[src/rtl/store_buffer.sv]
// In-order store buffer that owns the datamemory port, giving loads priority over drains.
// Optional SB_FORWARD_EN: word loads exactly matching the youngest pending SW are served from the buffer.
module store_buffer #(
  parameter int DM_ADDRESS = 9,
  parameter int DATA_W     = 32,
  parameter int SB_DEPTH   = 4,
  parameter bit SLOT_CHECK = 1'b1
) (
  input  logic                          clk,
  input  logic                          rst_n,
  input  logic                          st_valid,
  output logic                          st_ready,
  input  logic [DM_ADDRESS-1:0]         st_addr,
  input  logic [DATA_W-1:0]             st_data,
  input  logic [2:0]                    st_funct3,
  input  logic                          ld_req,
  input  logic [DM_ADDRESS-1:0]         ld_addr,
  input  logic [2:0]                    ld_funct3,
  output logic                          ld_stall,
  output logic                          ld_fwd_valid,
  output logic [DATA_W-1:0]             ld_fwd_data,
  output logic                          mem_read,
  output logic                          mem_write,
  output logic [DM_ADDRESS-1:0]         mem_a,
  output logic [DATA_W-1:0]             mem_wd,
  output logic [2:0]                    mem_funct3,
  output logic                          sb_empty,
  output logic [$clog2(SB_DEPTH):0]     sb_count
);
  localparam int PTR_W = $clog2(SB_DEPTH);
  localparam int CNT_W = PTR_W + 1;

  logic [DM_ADDRESS-1:0] addr_mem [SB_DEPTH];
  logic [DATA_W-1:0]     data_mem [SB_DEPTH];
  logic [2:0]            f3_mem   [SB_DEPTH];

  logic [PTR_W-1:0] head_q, head_d, tail_q, tail_d;
  logic [CNT_W-1:0] count_q, count_d;

  logic [SB_DEPTH-1:0] match;
  logic hit, fwd, load_port, pop, push;

  // An entry is live when its distance from head is below the count.
  generate
    for (genvar gi = 0; gi < SB_DEPTH; gi++) begin : g_match
      logic [PTR_W-1:0] age;
      assign age       = PTR_W'(gi) - head_q;
      assign match[gi] = ({1'b0, age} < count_q) &&
                         (addr_mem[gi][DM_ADDRESS-1:2] == ld_addr[DM_ADDRESS-1:2]);
    end
  endgenerate

  assign hit = ld_req && (|match);

`ifdef SB_FORWARD_EN
  logic [PTR_W-1:0] young_idx;
  always_comb begin
    young_idx = head_q;
    for (int k = 0; k < SB_DEPTH; k++) begin
      if (match[head_q + PTR_W'(k)]) young_idx = head_q + PTR_W'(k);
    end
  end
  assign fwd = hit && (ld_funct3 == 3'b010) && (f3_mem[young_idx] == 3'b010) &&
               (addr_mem[young_idx] == ld_addr);
  assign ld_fwd_data = fwd ? data_mem[young_idx] : '0;
`else
  assign fwd         = 1'b0;
  assign ld_fwd_data = '0;
`endif

  assign ld_fwd_valid = fwd;
  assign ld_stall     = hit && !fwd;
  assign load_port    = ld_req && !hit;
  assign pop          = (count_q != '0) && !load_port;
  assign st_ready     = (count_q < CNT_W'(SB_DEPTH)) || pop;
  assign push         = st_valid && st_ready;
  assign sb_empty     = (count_q == '0);
  assign sb_count     = count_q;

  always_comb begin
    mem_read   = 1'b0;
    mem_write  = 1'b0;
    mem_a      = '0;
    mem_wd     = '0;
    mem_funct3 = '0;
    if (load_port) begin
      mem_read   = 1'b1;
      mem_a      = ld_addr;
      mem_funct3 = ld_funct3;
    end else if (pop) begin
      mem_write  = 1'b1;
      mem_a      = addr_mem[head_q];
      mem_wd     = data_mem[head_q];
      mem_funct3 = f3_mem[head_q];
    end
  end

  always_comb begin
    head_d  = pop  ? head_q + PTR_W'(1) : head_q;
    tail_d  = push ? tail_q + PTR_W'(1) : tail_q;
    count_d = count_q + CNT_W'(push) - CNT_W'(pop);
  end

  always_ff @(posedge clk or negedge rst_n) begin
    if (!rst_n) begin
      head_q  <= '0;
      tail_q  <= '0;
      count_q <= '0;
    end else begin
      head_q  <= head_d;
      tail_q  <= tail_d;
      count_q <= count_d;
    end
  end

  // Payload needs no reset: liveness comes solely from head/count.
  always_ff @(posedge clk) begin
    if (push) begin
      addr_mem[tail_q] <= st_addr;
      data_mem[tail_q] <= st_data;
      f3_mem[tail_q]   <= st_funct3;
    end
  end

  generate
    if (SLOT_CHECK) begin : g_slot_check
      a_single_mem_slot: assert property (@(posedge clk) disable iff (!rst_n)
                                          !(st_valid && ld_req));
    end
  endgenerate
endmodule
[config.mk]
export PLATFORM = sky130hd
export DESIGN_NAME = store_buffer
export DESIGN_NICKNAME = d
export VERILOG_FILES = /design/src/rtl/store_buffer.sv
export SDC_FILE = /design/constraint.sdc
export NUM_CORES = 1
export LEC_CHECK = 0
export CAP_MARGIN = 30
export CELL_PAD_IN_SITES_DETAIL_PLACEMENT = 1
export CELL_PAD_IN_SITES_GLOBAL_PLACEMENT = 1
export CORE_ASPECT_RATIO = 0.5
export CORE_MARGIN = 4
export CORE_UTILIZATION = 53
export CTS_CLUSTER_DIAMETER = 30
export CTS_CLUSTER_SIZE = 16
export DETAILED_ROUTE_END_ITERATION = 10
export DONT_BUFFER_PORTS = 1
export HOLD_SLACK_MARGIN = 0.1
export PLACE_DENSITY_LB_ADDON = 0.1
export SLEW_MARGIN = 20
export SYNTH_ARGS = -nofsm -noshare
export SYNTH_HDL_FRONTEND = slang
export SYNTH_SLANG_ARGS = --single-unit
export TNS_END_PERCENT = 5
[constraint.sdc]
create_clock -name clk -period 5.83 [get_ports clk]
set_input_delay 0.583 -clock clk [delete_from_list [all_inputs] [get_ports clk]]
set_output_delay 0.583 -clock clk [all_outputs]
set_load 0.005 [all_outputs]
==> results of run 1 <==
==> cells by family after synthesis <==
family                     Yosys count  share of synthesized area, %
AOI/OAI and AO/OA                   11                        0.9414
xor gates and xnor gates            34                         3.734
adders and majority gates           11                         1.820
buffers and inverters               87                         6.417
DFF                                183                         68.47
muxes                               57                         14.07
other                                1                       0.04702
and+or+nand+nor                     65                         4.503
==> how the worst max path moves through the flow <==
stage                          from             end  slack (ns)  cells past startpoint
after detailed placement  head_q[0]     sb_count[2]        1.59                     15
after floorplan           head_q[1]  addr_mem[0][0]        1.50                     10
after global routing      head_q[1]     sb_count[2]        1.77                     14
after global placement    head_q[0]     sb_count[2]        1.77                     15
final                     head_q[0]        mem_a[8]        2.04                      8
after CTS                 head_q[0]        mem_a[8]        1.44                      8
==> power by group <==
part	total [uW]	internal [uW]	switching, uW
clock	1160	617	539
sequential	1830	1710	127
combinational	1140	535	601
total	4120	2860	1270
==> synth_stat cells, types with 2 or more instances <==
cell type	instances
a21oi_1	4
buf_2	9
buf_4	40
clkbuf_1	7
dfrtp_1	7
edfxtp_1	176
ha_1	10
inv_1	27
mux2i_1	12
mux4_2	44
nand2_1	15
nor2_1	5
nor2b_1	32
nor3_1	4
nor4_1	4
o211ai_1	5
o21ai_2	2
xnor2_1	5
xor2_1	29
==> per-layer routing <==
metal / share of wire, % / wire (microns)
met5: 0 / 0
met1: 41 / 6310
met2: 50 / 7818
met3: 8.4 / 1299
met4: 0.72 / 112
==> through the flow <==
| stage | std cells | setup slack, ns |
|---|---|---|
| after floorplan | 481 | 1.495 |
| after global placement | 626 | 1.767 |
| after detailed placement | 626 | 1.593 |
| after CTS | 659 | 1.442 |
| after global routing | 660 | 1.767 |
| final | 660 | 2.036 |
==> cell type report <==
| cell class | instances | area (sq um) |
|---|---|---|
| fillers | 1285 | 5918 |
| clock inverters | 15 | 178.9 |
| inverters | 28 | 105.1 |
| well taps | 198 | 247.7 |
| flip-flops and latches | 183 | 5465 |
| repair buffers | 8 | 82.58 |
| multi-input cells | 211 | 2161 |
| clock buffers | 17 | 425.4 |
==> flip-flops by register name, indices dropped and copies added, names as in the netlist <==
signal,flops
addr_mem,36
data_mem,128
f3_mem,12
head_q,2
sb_count,3
tail_q,2
==> impl_metrics.py, run 1 <==
metrics = {
    "run_status": {
        "status": "complete, no violations",
    },
    "global_route": {
        "grt_use_met2_pct": 31.66,
        "gr-usage-all-layers_pct": 18.54,
        "met3_usage_pct": 7.618,
        "grt_pass1_wl_microns": 23390,
        "gr-total-overflow": 0,
        "grt_max_degree": 51,
        "grtUsageMet1_pct": 22.49,
        "antenna_found_initial": 0,
        "top_usage_layer": "met2",
        "grt_pass1_vias": 3903,
    },
    "worst_setup_path": {
        "endpoint_kind": "output port",
        "r2r_cells": 14,
        "r2r_start": "head_q[1]",
        "worst_r2r_endpoint": "sb_count[2]",
        "r2r_slack_ns": 2.07,
        "cp-start-kind": "flop",
        "required_ns": 5.25,
        "cpPeakStageDelay_ns": 0.71,
        "crit_family": "simple AND/OR/NAND/NOR gates",
        "worstPathMaxFanout": 15,
        "cp.buffers_inverters": 1,
        "critPathKind": "flop to output port",
        "crit_slowest_cell": "or2_1",
        "cp_cell_sequence": "xnor2_1 > inv_1 > ha_1 > a21oi_1 > o211ai_1 > nand4_2 > or2_1 > mux2i_1",
        "arrival_ns": 3.21,
    },
    "clock_network": {
        "cts_resized": 0,
        "cts_root_buf": "clkbuf_16",
        "clk_pin_slew_ns": 0.07,
        "clock_path_buffers": 2,
        "cts_hold_buf": 1,
        "cts_sinks": 183,
        "tritoncts": "yes",
        "cts_buffers": 17,
        "clk_latency_ns": 0.42,
        "cts_max_level": 4,
        "cts_setup_buffers": 0,
    },
    "routing": {
        "dr.first_iter.drc_count": 187,
        "wire_per_inst_microns": 23.55,
        "drt-pass1-iter-count": 5,
        "via_count": 3631,
        "antenna_left": 0,
        "drc_errors": 0,
        "viasPerCell": 5.502,
        "routed_wl_microns": 15540,
    },
    "hold_path": {
        "worstHoldEndpoint": "data_mem[0][8]",
        "worstHoldStart": "st_data[8]",
        "hold-path-cell-count": 0,
        "hp-class": "primary input to flop",
    },
    "sta": {
        "setup_viol": 0,
        "timing.setup.tns_ns": 0,
        "min_period_ns": 3.794,
        "rsz0062_at_grt": "no",
        "worstMarginPinSlew_ns": 0.8780,
        "fmax_mhz": 263.6,
        "timing.final.crit_share_pct": 65.07,
        "hold_slack_ns": 0.2489,
        "maxSlewViolCount": 0,
        "hold_viol_final": 0,
        "max_slew_margin_pct": 41.46,
        "finalClockSkew_ns": 0.008920,
    },
    "yosys": {
        "postSynthAreaPerCell_sq_um": 17.76,
        "syn-instance-count": 449,
        "synth_edf_count": 176,
        "netlist-cell-type-count": 31,
        "synthFlopType": "edfxtp_1",
        "ys_async_sr_fraction_pct": 3.825,
        "yosys.area.top_type": "edfxtp_1",
        "synth-seq-cells": 183,
        "synth.cell_area_sq_um": 7975,
        "yosys.area.top_type_share_pct": 66.27,
        "netlist_top_cells_area": "edfxtp_1, mux4_2, buf_4, xor2_1, nor2b_1",
        "synth-seq-area-share_pct": 68.47,
        "yosys_warnings": 0,
    },
    "layout": {
        "finalInstanceArea_sq_um": 8666,
        "drive_gt1_share_pct": 20.13,
        "area_growth_pct": 8.660,
        "utilization_pct": 59.42,
        "final_cell_mix": "edfxtp_1, mux4_2, conb_1",
        "layout_commonest_cell": "edfxtp_1",
        "final_nets": 520,
        "diodes": 0,
    },
    "power": {
        "p_leak_uw": 0.003018,
        "pwr_density_cell_nw_per_um2": 475.9,
        "ir_drop_mv": 0.2246,
        "p_total_uw": 4124,
    },
    "placement": {
        "dp_hpwl_microns": 10150,
        "placed_area_sq_um": 8024,
        "place_congestion": 0.7644,
        "io_buffers": 0,
    },
    "die": {
        "die_y_microns": 94.74,
        "initial_core_util_pct": 54.68,
        "die_w_microns": 181.5,
        "die-area_sq_um": 17190,
        "rows": 31,
        "io_pins": 145,
        "core_sq_um": 14580,
    },
    "job": {
        "maxCapViolCount": 0,
    },
}
No activity file was read; power rests on OpenSTA's default activity.
==> inputs of run 2 (changes only) <==
- clock period: 5.83 -> 3.6 ns (I/O delays scaled with it)
==> run 2 against run 1 <==
Against the previous run: via count increased by 8.7%; first-iteration DRC count grew 66%; cell area rose by 5.3%; hold slack better by 0.037 ns; sequential share of layout area fell by 3.2 points; clock-buffer cell count is the same; critical path type unchanged; largest cell class unchanged.
==> impl_metrics.py, run 2 (synthesized netlist as in run 1, its figures left out) <==
metrics = {
    "run_status": {
        "status": "complete, no violations",
    },
    "placement": {
        "placed_area_sq_um": 8092,
        "dp_hpwl_microns": 10500,
        "io_buffers": 0,
        "place_congestion": 0.7894,
    },
    "layout": {
        "multi_input_area_sq_um": 2161,
        "reg_top3": "data_mem: 128 flops, addr_mem: 36 flops, f3_mem: 12 flops",
        "layout_commonest_cell": "edfxtp_1",
        "area_growth_pct": 14.42,
        "largest_reg_flops": 128,
        "final_cell_mix": "edfxtp_1, dlygate4sd3_1, mux4_2",
        "ff_latch_area_sq_um": 5465,
        "regMostFlops": "data_mem",
        "diodes": 0,
        "drive_gt1_share_pct": 19.88,
        "nFillCells": 1276,
        "finalInstanceArea_sq_um": 9125,
        "final_nets": 572,
    },
    "sta": {
        "maxSlewViolCount": 0,
        "fmax_mhz": 305.4,
        "worstMarginPinSlew_ns": 0.7081,
        "hold_viol_final": 0,
        "setup_viol": 0,
        "rsz0062_at_grt": "no",
        "timing.final.crit_share_pct": 90.97,
        "min_period_ns": 3.275,
        "max_slew_margin_pct": 52.79,
        "finalClockSkew_ns": 0.01577,
    },
    "worst_setup_path": {
        "critPathKind": "flop to output port",
        "cp-start-kind": "flop",
        "cp_common_cell": "buf_4",
        "endpoint_kind": "output port",
        "arrival_ns": 2.91,
        "worstPathMaxFanout": 22,
        "cpPeakStageDelay_ns": 0.48,
        "required_ns": 3.24,
        "cp_cell_sequence": "buf_4 > or2b_1 > a21oi_1 > o211ai_1 > nand4_2 > or2_2 > mux2i_1 > buf_4",
        "crit_slowest_cell": "dfrtp_4",
    },
    "hold_path": {
        "hp-class": "primary input to asynchronous set/reset pin",
    },
    "routing": {
        "viasPerCell": 5.550,
        "wire_per_inst_microns": 23.06,
        "via_count": 3946,
        "routed_wl_microns": 16400,
        "dr.first_iter.drc_count": 311,
        "antenna_left": 0,
        "drc_errors": 0,
        "drt-pass1-iter-count": 5,
    },
    "die": {
        "io_pins": 145,
        "rows": 31,
        "core_sq_um": 14580,
        "die_w_microns": 181.5,
        "initial_core_util_pct": 54.68,
        "die_y_microns": 94.74,
        "die-area_sq_um": 17190,
    },
    "clock_network": {
        "clk_pin_slew_ns": 0.08,
        "cts_buffers": 17,
        "cts_sinks": 183,
        "clk_latency_ns": 0.42,
        "tritoncts": "yes",
        "cts_setup_buffers": 0,
        "cts_max_level": 4,
        "cts_root_buf": "clkbuf_16",
        "clock_path_buffers": 2,
    },
    "global_route": {
        "gr-usage-all-layers_pct": 19.87,
        "gr-total-overflow": 0,
        "grt_pass1_wl_microns": 25360,
        "grt_max_degree": 35,
        "grt_pass1_vias": 4347,
        "antenna_found_initial": 0,
    },
    "power": {
        "pwr_density_cell_nw_per_um2": 739.5,
        "p_total_uw": 6748,
        "p_leak_uw": 0.003220,
        "ir_drop_mv": 0.2932,
    },
    "job": {
        "maxCapViolCount": 0,
    },
}
[run 2: cell types whose count changed in the layout (fill, tap and decap cells not counted), sizes merged]
cell         change
bufinv           -1
inv              -1
clkinvlp         +1
buf              +8
dlygate4sd3     +44
[run 2: repair_timing]
| item | 4_1_cts | 5_1_grt |
|---|---|---|
| gates resized for setup | 1 | 0 |
| hold endpoints to repair | 183 | 0 |
| hold buffers | 45 | 0 |
| setup endpoints to repair | 1 | 0 |
[run 2: final cells by class]
class | instances | share of cell area [%]
Clock buffer | 17 | 4.662
Clock inverter | 14 | 1.728
Inverter | 28 | 1.152
Multi-Input combinational cell | 211 | 23.68
Sequential cell | 183 | 59.89
Tap cell | 198 | 2.715
Timing Repair Buffer | 60 | 6.170
[run 2: power breakdown]
group	switching (uW)	total [uW]	internal, uW
Clock	878	1810	930
Combinational	1110	2030	917
Sequential	154	2910	2760
[run 2: per-stage QoR]
step	worst slack, ns	instances	setup TNS [ns]	hold WS [ns]	utilization (%)
final	0.3252	711	0	0.2861	62.57
after global routing	0.02041	711	0	0.2953	62.57
after CTS	0.2706	711	0	0.2845	62.57
after floorplan	-0.7346	481	-129.38	0.06441	-
after global placement	0.6774	635	0	0.06464	55.48
after detailed placement	0.4542	635	0	0.06469	55.48
[run 2: critical path: cells and delay by family (launching register included)]
family	cells	cell delay [ns]
DFF	1	0.48
buffers and inverters	2	0.42
muxes	1	0.28
and+or+nand+nor	3	0.97
AOI/OAI and AO/OA	2	0.33
[run 2: routing by layer]
layer / global-route usage [%] / vias to the layer above / part of all wire, % / routed length (microns)
met5: 0 / - / 0 / 0
met4: 5.493 / 0 / 0.87 / 143
met3: 5.887 / 14 / 6.6 / 1081
met2: 34.14 / 144 / 52 / 8481
met1: 25.20 / 2071 / 41 / 6692
li1: - / 1717 / - / -
[run 2: path summary, 6_finish.rpt]
path | from | to | slack [ns] | cells after the start
min in group clk | st_valid | tail_q[0] | 0.34 | 3
max in group asynchronous | rst_n | head_q[0] | 3.00 | 1
min | rst_n | tail_q[1] | 0.29 | 1
max reg2reg | sb_count[1] | sb_count[2] | 0.54 | 14
max | head_q[0] | mem_a[8] | 0.33 | 8
min reg2reg | tail_q[0] | tail_q[0] | 0.55 | 1
==> inputs of run 3 (changes only) <==
- ABC_CLOCK_PERIOD_IN_PS: unset -> 3600
- CORE_MARGIN: 4 -> unset
==> run 3 against run 2 <==
Against the previous run: clock-buffer cell count did not move; combinational power about the same; die area is 9.4% lower; critical path depth unchanged; final cell count down 0.28%; total power shrank 0.90%; clock power decreased by 3%; non-clock buffer count is 2 lower; sequential power about the same; hold slack worse by 0.0011 ns; via count fell by 2.9%; worst setup slack better by 0.020 ns; critical endpoint is now mem_a[2].
==> impl_metrics.py, run 3 (synthesized netlist as in run 1, its figures left out) <==
metrics = {
    "power": {
        "pwr-share-comb_pct": 29.9,
        "p_total_uw": 6687,
        "p_leak_uw": 0.003206,
        "netSwitchingFraction_pct": 30.60,
        "pwr-share-seq_pct": 43.8,
        "netSwitchingPower_uw": 2047,
        "power.internal_uw": 4641,
        "clock_power_share_pct": 26.3,
        "pwr_density_cell_nw_per_um2": 736.0,
        "ir_drop_mv": 0.3409,
    },
    "routing": {
        "antenna_left": 0,
        "drt-pass1-iter-count": 6,
        "drc_errors": 0,
        "wire_per_inst_microns": 22.35,
        "viasPerCell": 5.406,
        "routed_wl_microns": 15850,
        "via_count": 3833,
        "dr.first_iter.drc_count": 187,
    },
    "clock_network": {
        "cts_buffers": 17,
        "clk_pin_slew_ns": 0.07,
        "cts_root_buf": "clkbuf_16",
        "tritoncts": "yes",
        "cts_sinks": 183,
        "clock_path_buffers": 2,
        "clk_latency_ns": 0.43,
        "cts_max_level": 4,
    },
    "worst_setup_path": {
        "cp-start-kind": "flop",
        "worstPathMaxFanout": 13,
        "r2r_slack_ns": 0.45,
        "endpoint_kind": "output port",
        "required_ns": 3.24,
        "arrival_ns": 2.89,
        "critPathKind": "flop to output port",
    },
    "run_status": {
        "status": "complete, no violations",
    },
    "sta": {
        "setup_viol": 0,
        "min_period_ns": 3.255,
        "rsz0062_at_grt": "no",
        "hold_slack_ns": 0.2850,
        "finalClockSkew_ns": 0.01348,
        "fmax_mhz": 307.2,
        "timing.final.crit_share_pct": 90.41,
        "worst_slack_ns": 0.3451,
        "hold_viol_final": 0,
        "max_slew_margin_pct": 53.11,
        "worstMarginPinSlew_ns": 0.7034,
        "maxSlewViolCount": 0,
    },
    "placement": {
        "place_congestion": 0.8704,
        "pre_cts_ws_ns": 0.4604,
        "io_buffers": 0,
        "dp_hpwl_microns": 9916,
    },
    "layout": {
        "layout_commonest_cell": "edfxtp_1",
        "final_nets": 570,
        "diodes": 0,
        "regMostFlops": "data_mem",
        "nFillCells": 1277,
        "largest_reg_flops": 128,
        "area_growth_pct": 13.93,
        "reg_top3": "data_mem: 128 flops, addr_mem: 36 flops, f3_mem: 12 flops",
        "final_cell_mix": "edfxtp_1, dlygate4sd3_1, mux4_2",
        "drive_gt1_share_pct": 18.98,
        "utilization_pct": 62.30,
    },
    "global_route": {
        "gr-total-overflow": 0,
        "grt_pass1_wl_microns": 23760,
        "grt_pass1_vias": 4096,
        "gr-usage-all-layers_pct": 21.49,
        "antenna_found_initial": 0,
        "grt_max_degree": 46,
    },
    "die": {
        "die_y_microns": 88.74,
        "initial_core_util_pct": 54.68,
        "rows": 31,
        "core_sq_um": 14580,
        "io_pins": 145,
        "die-area_sq_um": 15570,
        "die_w_microns": 175.5,
    },
    "hold_path": {
        "hp-class": "primary input to asynchronous set/reset pin",
    },
    "job": {
        "maxCapViolCount": 0,
    },
}
## run 3: cell types whose count changed in the layout (fill, tap and decap cells not counted), sizes merged
cell	delta
clkinvlp	-1
inv	-1
bufinv	+1
clkinv	+1
buf	-2
## run 3: path summary, 6_finish.rpt
kind | from | endpoint | depth (start not counted)
max | head_q[0] | mem_a[2] | 8
min | rst_n | sb_count[1] | 1
max reg2reg | head_q[0] | sb_count[2] | 14
min reg2reg | tail_q[0] | tail_q[0] | 1
max in group asynchronous | rst_n | head_q[0] | 1
min in group clk | ld_req | head_q[1] | 3
## run 3: layout make-up
| class | instances | area [sq um] | share of cell area, % |
|---|---|---|---|
| Timing Repair Buffer | 58 | 560.5 | 6.169 |
| Clock buffer | 17 | 425.4 | 4.682 |
| Sequential cell | 183 | 5465 | 60.15 |
| Multi-Input combinational cell | 211 | 2161 | 23.78 |
| Tap cell | 198 | 247.7 | 2.727 |
| Inverter | 28 | 105.1 | 1.157 |
| Clock inverter | 14 | 121.4 | 1.336 |
## run 3: metal layers
layer  vias to the layer above  GRT usage (%)  share of wire, %
met5                         -              0                 0
met4                         0          7.431               1.2
met3                        17          6.314               5.7
met2                       113          36.69                50
met1                      1998          26.86                43
li1                       1705              -                 -
## run 3: power by group through the flow
stage / sequential (uW) / combinational [uW] / clock [uW]
after floorplan: 2900 / 1520 / 0
after CTS: 2930 / 2010 / 1790
after global routing: 2960 / 2190 / 1860
final: 2930 / 2000 / 1760
after global placement: 2930 / 1860 / 0
after detailed placement: 2970 / 1930 / 0
## run 3: what timing repair did
item                                   CTS  global route
resized for setup                        0             1
buffers inserted                         0             0
hold buffers                            45             0
setup endpoints to repair                0             8
endpoints found under the hold margin  183             0
## run 3: critical path: stages, from the launching register on
cell and delay (ns):
dfrtp_4 0.53, xnor2_1 0.22, inv_1 0.08, ha_1 0.29, a21oi_1 0.06, o211ai_1 0.21
nand4_2 0.23, or2_2 0.55, mux2i_1 0.30
## run 3: through the flow
stage / area (sq um) / std cells / setup TNS, ns
2_1_floorplan: 8095 / 481 / -129.38
3_3_place_gp: 8069 / 632 / 0
3_5_place_dp: 8069 / 632 / 0
4_1_cts: 9066 / 708 / 0
5_1_grt: 9086 / 709 / 0
6_report: 9086 / 709 / 0
